===== src/rtl/gravity_led_animator.sv =====
// Free-fall LED animator: a ticked time ramp t is squared to a distance and shown as one lit LED.
// Supports waterfall (wrap to top) and bounce (retrace upward) motion.
module gravity_led_animator #(
  parameter int unsigned TICK_DIV = 381,
  parameter int unsigned T_BITS   = 17,
  parameter int unsigned N_LEDS   = 16,
  parameter int unsigned P_BITS   = $clog2(N_LEDS)
) (
  input  logic              CLK100MHZ,
  input  logic              reset,
  input  logic              run,
  input  logic              mode,
  output logic [N_LEDS-1:0] LED,
  output logic [P_BITS-1:0] pos,
  output logic [T_BITS-1:0] t_out,
  output logic              hit
);

  localparam int unsigned       TB_W    = (TICK_DIV > 1) ? $clog2(TICK_DIV) : 1;
  localparam int unsigned       SQ_W    = 2 * T_BITS;
  localparam logic [TB_W-1:0]   TB_LAST = TB_W'(TICK_DIV - 1);
  localparam logic [T_BITS-1:0] T_MAX   = '1;

  typedef enum logic {UP, DOWN} dir_t;

  dir_t              state, state_next;
  logic [TB_W-1:0]   tb_cnt;
  logic              tick;
  logic [T_BITS-1:0] t_next;
  logic              hit_next;
  logic [SQ_W-1:0]   tsq;
  logic              sq_valid;

  assign tick = run && (tb_cnt == TB_LAST);

  always_ff @(posedge CLK100MHZ) begin
    if (reset) begin
      tb_cnt <= '0;
    end else if (run) begin
      tb_cnt <= tick ? '0 : tb_cnt + 1'b1;
    end
  end

  always_comb begin
    state_next = state;
    t_next     = t_out;
    if (tick) begin
      unique case (state)
        UP: begin
          if (t_out != T_MAX) begin
            t_next = t_out + 1'b1;
          end else if (mode) begin
            t_next     = T_MAX - 1'b1;
            state_next = DOWN;
          end else begin
            t_next = '0;
          end
        end
        DOWN: begin
          // Leaving bounce mode resumes the fall immediately rather than stalling t.
          if (!mode || t_out == '0) begin
            t_next     = t_out + 1'b1;
            state_next = UP;
          end else begin
            t_next = t_out - 1'b1;
          end
        end
      endcase
    end
    hit_next = tick && (t_next == T_MAX);
  end

  always_ff @(posedge CLK100MHZ) begin
    if (reset) begin
      state <= UP;
      t_out <= '0;
      hit   <= 1'b0;
    end else begin
      state <= state_next;
      t_out <= t_next;
      hit   <= hit_next;
    end
  end

  // sq_valid keeps LED dark until tsq holds a square computed after reset.
  always_ff @(posedge CLK100MHZ) begin
    if (reset) begin
      tsq      <= '0;
      sq_valid <= 1'b0;
      pos      <= '0;
      LED      <= '0;
    end else begin
      tsq      <= SQ_W'(t_out) * SQ_W'(t_out);
      sq_valid <= 1'b1;
      pos      <= tsq[SQ_W-1 -: P_BITS];
      LED      <= sq_valid ? (N_LEDS'(1) << tsq[SQ_W-1 -: P_BITS]) : '0;
    end
  end

endmodule


===== config.mk =====
export PLATFORM = sky130hd
export DESIGN_NAME = gravity_led_animator
export DESIGN_NICKNAME = d
export VERILOG_FILES = /design/src/rtl/gravity_led_animator.sv
export SDC_FILE = /design/constraint.sdc
export NUM_CORES = 1
export LEC_CHECK = 0
export ABC_CLOCK_PERIOD_IN_PS = 7300
export CAP_MARGIN = 20
export CORE_UTILIZATION = 40
export DETAILED_ROUTE_END_ITERATION = 10
export HOLD_SLACK_MARGIN = 0.12
export PLACE_DENSITY_LB_ADDON = 0.08
export SLEW_MARGIN = 20
export SYNTH_ARGS = -nofsm -noshare
export SYNTH_HDL_FRONTEND = slang
export SYNTH_SLANG_ARGS = --single-unit
export TNS_END_PERCENT = 1

===== constraint.sdc =====
create_clock -name CLK100MHZ -period 7.3 [get_ports CLK100MHZ]
set_clock_uncertainty 0.05 [all_clocks]
set_input_delay 1.825 -clock CLK100MHZ [delete_from_list [all_inputs] [get_ports CLK100MHZ]]
set_output_delay 1.825 -clock CLK100MHZ [all_outputs]
set_load 0.05 [all_outputs]

# Yosys cells after proc, flatten, opt, wreduce, memory -nomap -nowiden
# Cells that the tools add are included.
[totals]
latchBits = 0
romBits = 0
ff_bits = 83
ramBits = 0
out_inout_bits = 38
wordCells = 35
inputBits = 4
memories = 0
[op_classes]
n_mul = 1
muxes = 11
n_addsub = 3
bitwise_logic = 2
n_reduce_logical = 6
shift = 1
n_eq_ne = 3
n_div = 0
order_cmp = 0
[op_table]
columns = ["operator", "count"]
rows = [
  ["$mux 17", 4],
  ["$mul 17x17->34", 1],
  ["$pmux 17 s2", 1],
  ["$add 17x1->17 const B", 1],
  ["$eq 17x17->1 const B", 1],
  ["$logic_not 17->1", 1],
  ["$ne 17x17->1 const B", 1],
  ["$sub 17x1->17 const B", 1],
  ["$shl 1x4->16 const A", 1],
  ["$add 9x1->9 const B", 1],
  ["$eq 9x9->1 const B", 1],
  ["$mux 9", 1],
  ["$mux 1", 4],
  ["$logic_and 1x1->1", 2],
  ["$not 1->1", 2],
  ["$pmux 1 s2", 1],
  ["$reduce_or 2->1", 1],
  ["$logic_not 1->1", 1],
  ["$logic_or 1x1->1", 1],
]

# Longest topological paths before layout
# Gate-level depths: netlist of the first run.
[logic_depth]
word_depth = 7
ltp_mapped = 24

# Worst setup path after synthesis of the first run
# OpenSTA, ideal clock, no wires.
[synth_timing]
path_type = "register to register"
from = "register t_out[9]"
to = "register tsq[33]"
n_path_buf = 2
setup_slack_ns = 0.948
t_required_ns = 7.122
arrival_ns = 6.175
stages_incl_launch_ff = 24
cell_sequence = "dfxtp_1 -> clkbuf_1 -> buf_1 -> nand2_1 -> fa_1 -> inv_1 -> fa_1 -> inv_1 -> fa_1 -> inv_1 -> fa_1 -> fa_1 -> inv_1 -> fa_1 -> inv_1 -> ha_1 -> nand2_1 -> a211oi_1 -> o31ai_1 -> a31oi_1 -> nor3_1 -> a211o_1 -> xnor2_1 -> nor2_1"
[synth_via]
elab_chain_cells = 1
[synth_lines]
columns = ["item", "line", "rtl"]
rows = [
  ["start, declared", "15", "output logic [T_BITS-1:0] t_out,"],
  ["start signal, assigned", "80", "t_out <= t_next;"],
  ["$mul 17x17->34", "93", "tsq <= SQ_W'(t_out) * SQ_W'(t_out);"],
  ["end signal, assigned", "93", ""],
  ["end, declared", "31", "logic [SQ_W-1:0] tsq;"],
]
# Every way passes these cells.
# A chain may end at the register's enable or synchronous reset.

# Worst setup path after layout of the first run
[layout_timing]
from = "register t_out[3]"
to = "register tsq[33]"
# Same word-level chain as after synthesis.

==> out/summary.txt, run 1 <==
Outcome: finished clean
Combinational share of power: 2.6%
Post-CTS setup buffers: 0
Detailed-route via count: 7968
Initial detailed-routing violation count: 388
Setup crit start kind: flip-flop
Resized cells post-CTS: 0
Worst-Margin Slew: 0.9690 ns
Top cell type's share of synthesized area: 36.35%
CTS Buf Count: 5
PortBufs: 41
Setup TNS: 0 ns
All-Layer GR Usage: 20.73%
Yosys cell types: 71
Tcrit/Tclk final: 87.79%
Final #Nets: 1543
Wire per inst: 16.68 microns
Root Buffer: clkbuf_16
Post-route ant nets: 0
Maximum Capacitance Violations: 0
DR DRC count: 0
CP delay by family, top: adder cells
Post-Syn Area: 10410 sq um
Setup crit start: t_out[3]
Clock latency on the worst-skew pair: 0.30 ns
Initial antenna violation count: 0
CP most frequent cell: fa_1
Slowest-stage cell, CP: dfxtp_1
Pin count of the biggest net entering global routing: 28
Avg Cell Area, Syn: 8.645 sq um
Crit path cell chain: buf_4 > and2_1 > fa_1 > inv_1 > fa_1 > fa_1 > inv_1 > fa_1 > fa_1 > inv_1 > fa_1 > inv_1 > ha_1 > nand3_1 > a211oi_1 > nand3_1 > a31oi_1 > nor3_1 > a211o_1 > xnor2_1 > nor2_1
First-pass GRT wire length: 43.21 mm
CTS tree: built
Final non-filler cell total: 1565
Worst hold start: tsq[33]
Clock transition at the registers of the reported paths: 0.08 ns
Yosys warnings: 0
CP arrival: 6.53 ns
Count leader, synth: inv_1
Syn_nets: 1513
Area post-placement: 11280 sq um
CTS Hold Bufs: 0
# placed instances: 1557
Fmax: 0.1560 GHz
Fin area: 11430 sq um
CP max FO: 19
Clock buffer depth: 2
Endpoint class of the critical path: flip-flop
Final hold slack: 0.4498 ns
N_diodes: 0
Io pins: 42
Reg-to-reg startpoint: t_out[3]
Slowest stage delay, CP: 0.59 ns
Synth Register Bits: 53
TritonRoute pass-1 iters: 4
Worst VDD drop: 90.10 uV
Worst setup path class: flip-flop to flip-flop
Ys flop type: dfxtp_1
Seq pwr share: 51.8%
Pint: 426.7 uW
Endpoints failing hold: 0
Slew Viols, Final: 0
Post-layout util: 45.15%
Most frequent cells after synthesis: inv_1, fa_1, ha_1, nand2_1, nor2_1
CP bufs+invs: 5
Data required time of the critical path: 7.42 ns
Sw frac: 24.21%
Mapped Cells: 1204
Fill cells: 2576
Hpwl dp: 21.70 mm
NetSw: 136.3 uW
Hold Path Class: flip-flop to flip-flop
Share of cells above drive strength 1: 4.696%
Max-slew headroom: 34.85%
Clk sink count: 53
Die Area: 26670 sq um
Initial Utilization: 41.10%
Total grt overflow: 0
Drt via density: 5.091
Die W: 163.3 microns
Final WL: 26.10 mm
# setup viols final: 0
Leading post-synthesis cells by cell area: fa_1, ha_1, inv_1, dfxtp_1, nand2_1
Clock group share of total power: 45.6%
Global placement routability congestion: 0.8874
Seq/Total Area, Yosys: 10.19%
H-tree Lvls: 2
Core area: 25330 sq um
Largest area contributor in the synthesized netlist: fa_1
Unrepaired setup endpoints after global routing: false
Async set-reset flop share out of synthesis: 0%
Post-layout minimum cycle time: 6.409 ns
Area Overhead vs Synth: 9.857%
Post-synth EDFFs: 0
Row count: 58
Cell Pwr Density: 49.23 nW/um^2
Leak: 0.006109 uW
Vias in the first global route: 8352
Die Ht: 163.3 microns
-- cells by family after synthesis --
kind of cell / after synthesis / share of synthesized area (%)
buf+inv: 346 / 12.51
xor+xnor: 31 / 2.608
fa+ha+maj: 305 / 50.29
flops: 53 / 10.19
simple gates: 341 / 15.84
compound gates: 123 / 8.054
mux: 5 / 0.4929
-- metal layers --
layer	vias up	global-route usage [%]	wire length, microns
li1	3791	-	-
met1	3959	28.13	11780
met2	179	34.80	12520
met3	39	2.616	1166
met4	0	5.268	638
met5	-	0	0
-- power groups by stage --
stage / combinational (uW) / clock [uW] / sequential, uW
3_5_place_dp: 14.6 / 0 / 299
5_1_grt: 16.4 / 275 / 292
2_1_floorplan: 8.02 / 0 / 299
4_1_cts: 14.6 / 264 / 292
6_report: 14.4 / 257 / 292
3_3_place_gp: 14.6 / 0 / 299
-- through the flow --
| stage | setup slack [ns] | power [uW] |
|---|---|---|
| 2_1_floorplan | 0.9476 | 307.3 |
| 5_1_grt | 0.4789 | 583.1 |
| 6_report | 0.8911 | 563.0 |
| 3_5_place_dp | 0.8522 | 313.2 |
| 3_3_place_gp | 0.8680 | 313.2 |
| 4_1_cts | 0.8002 | 570.7 |
-- area by class of cell --
| type | count | area, sq um | area share [%] |
|---|---|---|---|
| multi-input combinational | 805 | 8045 | 70.36 |
| timing repair buffer | 73 | 650.6 | 5.690 |
| tap | 330 | 412.9 | 3.611 |
| inverter | 296 | 1111 | 9.717 |
| clock buffer | 5 | 125.1 | 1.094 |
| clock inverter | 3 | 28.78 | 0.2517 |
| sequential | 53 | 1061 | 9.279 |
-- registers in the layout, summed over array words and instances, names as in the netlist --
| signal | cells |
|---|---|
| t_out | 17 |
| state | 1 |
| LED | 16 |
| sq_valid | 1 |
| pos | 4 |
| tb_cnt | 9 |
| tsq | 4 |
| hit | 1 |
-- cell usage in the layout, fill, tap and decap left out, drive strengths merged, types with 6 or more instances in the layout --
master	Yosys	layout
a31oi	7	7
buf	7	32
nand4	13	13
o31ai	9	9
nor2	82	82
xnor2	20	20
nand3	24	24
a21oi	33	33
nand2b	6	6
nor3	23	23
nor4	10	10
xor2	11	11
and2	37	37
o21ai	24	24
ha	116	116
a21o	6	6
inv	293	295
nor2b	7	7
nand2	116	116
dfxtp	53	53
fa	189	189
clkdlybuf4s50	0	41
-- final timing paths --
kind,endpoint,slack [ns],cells past startpoint
setup / recovery,tsq[33],0.89,21
setup reg to reg,tsq[33],0.89,21
hold / removal,pos[3],0.45,1
hold reg to reg,pos[3],0.45,1
(Power assumes the default switching activity.)
==> run 2: changes to the inputs <==
--- a/config.mk
+++ b/config.mk
@@ -7,6 +7,7 @@
 export LEC_CHECK = 0
 export ABC_CLOCK_PERIOD_IN_PS = 7300
 export CAP_MARGIN = 20
+export CORE_MARGIN = 2
 export CORE_UTILIZATION = 40
 export DETAILED_ROUTE_END_ITERATION = 10
 export HOLD_SLACK_MARGIN = 0.12
==> run 2 against run 1 <==
  * Die area grew 2.5%
  * Power shrank 0.51%
  * Non-clock buffer count is the same
  * Combinational power is essentially flat
  * Register-to-register slack lost 0.02 ns
  * Global-route usage shrank 0.45 points
  * Utilization shrank 0.85 points
  * Clock-buffer cell count is the same
  * Critical path type unchanged
  * Largest cell class unchanged
==> out/summary.txt, run 2 (synthesized netlist as in run 1, its figures left out) <==
Clock buffer depth: 2
Max-slew headroom: 29.61%
CP max FO: 13
H-tree Lvls: 2
Final WL: 25.87 mm
Clock transition at the registers of the reported paths: 0.08 ns
Area post-placement: 11290 sq um
Global placement routability congestion: 0.8601
Fmax: 0.1556 GHz
Area Overhead vs Synth: 9.965%
N_diodes: 0
Biggest regs: t_out x17, LED x16, tb_cnt x9
Slew Viols, Final: 0
Maximum Capacitance Violations: 0
TritonRoute pass-1 iters: 5
Root Buffer: clkbuf_16
Vias in the first global route: 8032
Pin count of the biggest net entering global routing: 28
Worst-Margin Slew: 1.047 ns
R2R Setup Slk: 0.87 ns
Fill cells: 2608
Outcome: finished clean
R2R depth: 21
CTS tree: built
Worst VDD drop: 82.65 uV
Final #Nets: 1543
Initial Utilization: 40.29%
Cell Pwr Density: 48.93 nW/um^2
Detailed-route via count: 7925
Unrepaired setup endpoints after global routing: false
Setup crit start kind: flip-flop
# setup viols final: 0
Post-route ant nets: 0
CP endpoint: tsq[33]
Reg-to-reg startpoint: t_out[9]
Row count: 59
Clock latency on the worst-skew pair: 0.30 ns
Core area: 25840 sq um
Wire per inst: 16.48 microns
Hold Path Class: flip-flop to flip-flop
Largest reg by FF count: t_out
R2r endpoint: tsq[33]
Worst setup path class: flip-flop to flip-flop
PortBufs: 41
DR DRC count: 0
Initial antenna violation count: 0
Final hold slack: 0.4603 ns
Fin area: 11450 sq um
Die Area: 27330 sq um
Io pins: 42
Endpoints failing hold: 0
Endpoint class of the critical path: flip-flop
First-pass GRT wire length: 43.10 mm
Commonest non-fill, non-tap cell in the layout: inv_1
Setup TNS: 0 ns
Die Ht: 165.3 microns
Data required time of the critical path: 7.44 ns
Post-layout minimum cycle time: 6.426 ns
Post-layout util: 44.30%
Hpwl dp: 21.65 mm
Drt via density: 5.048
CP arrival: 6.56 ns
Total grt overflow: 0
Max reg flops: 17
Die W: 165.3 microns
Tcrit/Tclk final: 88.03%
CTS Buf Count: 5
Setup crit start: t_out[9]
Post-CTS setup buffers: 0
Most frequent cells in the layout: inv_1, fa_1, nand2_1, ha_1, nor2_1
Initial detailed-routing violation count: 533
Clk sink count: 53
CTS Hold Bufs: 0
Leak: 0.006108 uW
Resized cells post-CTS: 0
Share of cells above drive strength 1: 4.696%
All-Layer GR Usage: 20.29%
-- run 2: cell count changes in the layout (fill, tap and decap cells not counted), sizes merged --
cell / previous run / this run
clkinv: 4 / 6
inv: 295 / 293
-- run 2: how the worst min path moves through the flow --
| stage | from | to | slack [ns] | cells past startpoint |
|---|---|---|---|---|
| floorplan | tsq[31] | pos[1] | 0.43 | 1 |
| global placement | tsq[31] | pos[1] | 0.44 | 1 |
| detailed placement | tsq[31] | pos[1] | 0.44 | 1 |
| CTS | tsq[31] | pos[1] | 0.46 | 1 |
| global route | tsq[31] | pos[1] | 0.49 | 1 |
| finish | tsq[31] | pos[1] | 0.46 | 1 |
-- run 2: final cells by class --
class / count / area [sq um] / share of cell area (%)
Clock buffer: 5 / 125.1 / 1.093
Sequential cell: 53 / 1061 / 9.270
Clock inverter: 3 / 33.78 / 0.2951
Tap cell: 335 / 419.2 / 3.662
Inverter: 296 / 1111 / 9.707
Multi-Input combinational cell: 805 / 8045 / 70.29
Timing Repair Buffer: 73 / 650.6 / 5.684
-- run 2: per-stage QoR --
step	total power (uW)	instances	setup WS, ns
floorplan	307.3	1204	0.9476
global placement	313.3	1562	0.9422
detailed placement	313.3	1562	0.9095
CTS	566.1	1570	0.8744
global route	581.9	1570	0.5589
finish	560.1	1570	0.8740
-- run 2: critical path: stages, from the launching register on --
cell and delay [ns]:
dfxtp_1 0.72, inv_1 0.28, nor2_1 0.27, fa_1 0.45
inv_1 0.09, fa_1 0.43, fa_1 0.51, inv_1 0.05
fa_1 0.46, fa_1 0.54, inv_1 0.05, fa_1 0.52
inv_1 0.04, ha_1 0.26, nand2_1 0.10, a211oi_1 0.29
o31ai_1 0.31, a31oi_1 0.30, nor3_1 0.10, a211o_1 0.27
xnor2_1 0.15, nor2_1 0.06
-- run 2: where the power goes --
| group | total, uW | leakage, uW | internal, uW | switching [uW] |
|---|---|---|---|---|
| sequential | 292 | 0.000428 | 290 | 1.62 |
| clock | 254 | 0.0000767 | 132 | 122 |
| combinational | 14.5 | 0.00560 | 4.49 | 10.0 |
-- run 2: layer usage --
layer | share of wire [%] | vias up | global-route usage, %
li1 | - | 3790 | -
met3 | 4.3 | 34 | 1.698
met4 | 1.9 | 0 | 4.114
met1 | 46 | 3879 | 29.62
met5 | 0 | - | 0
met2 | 47 | 222 | 33.09
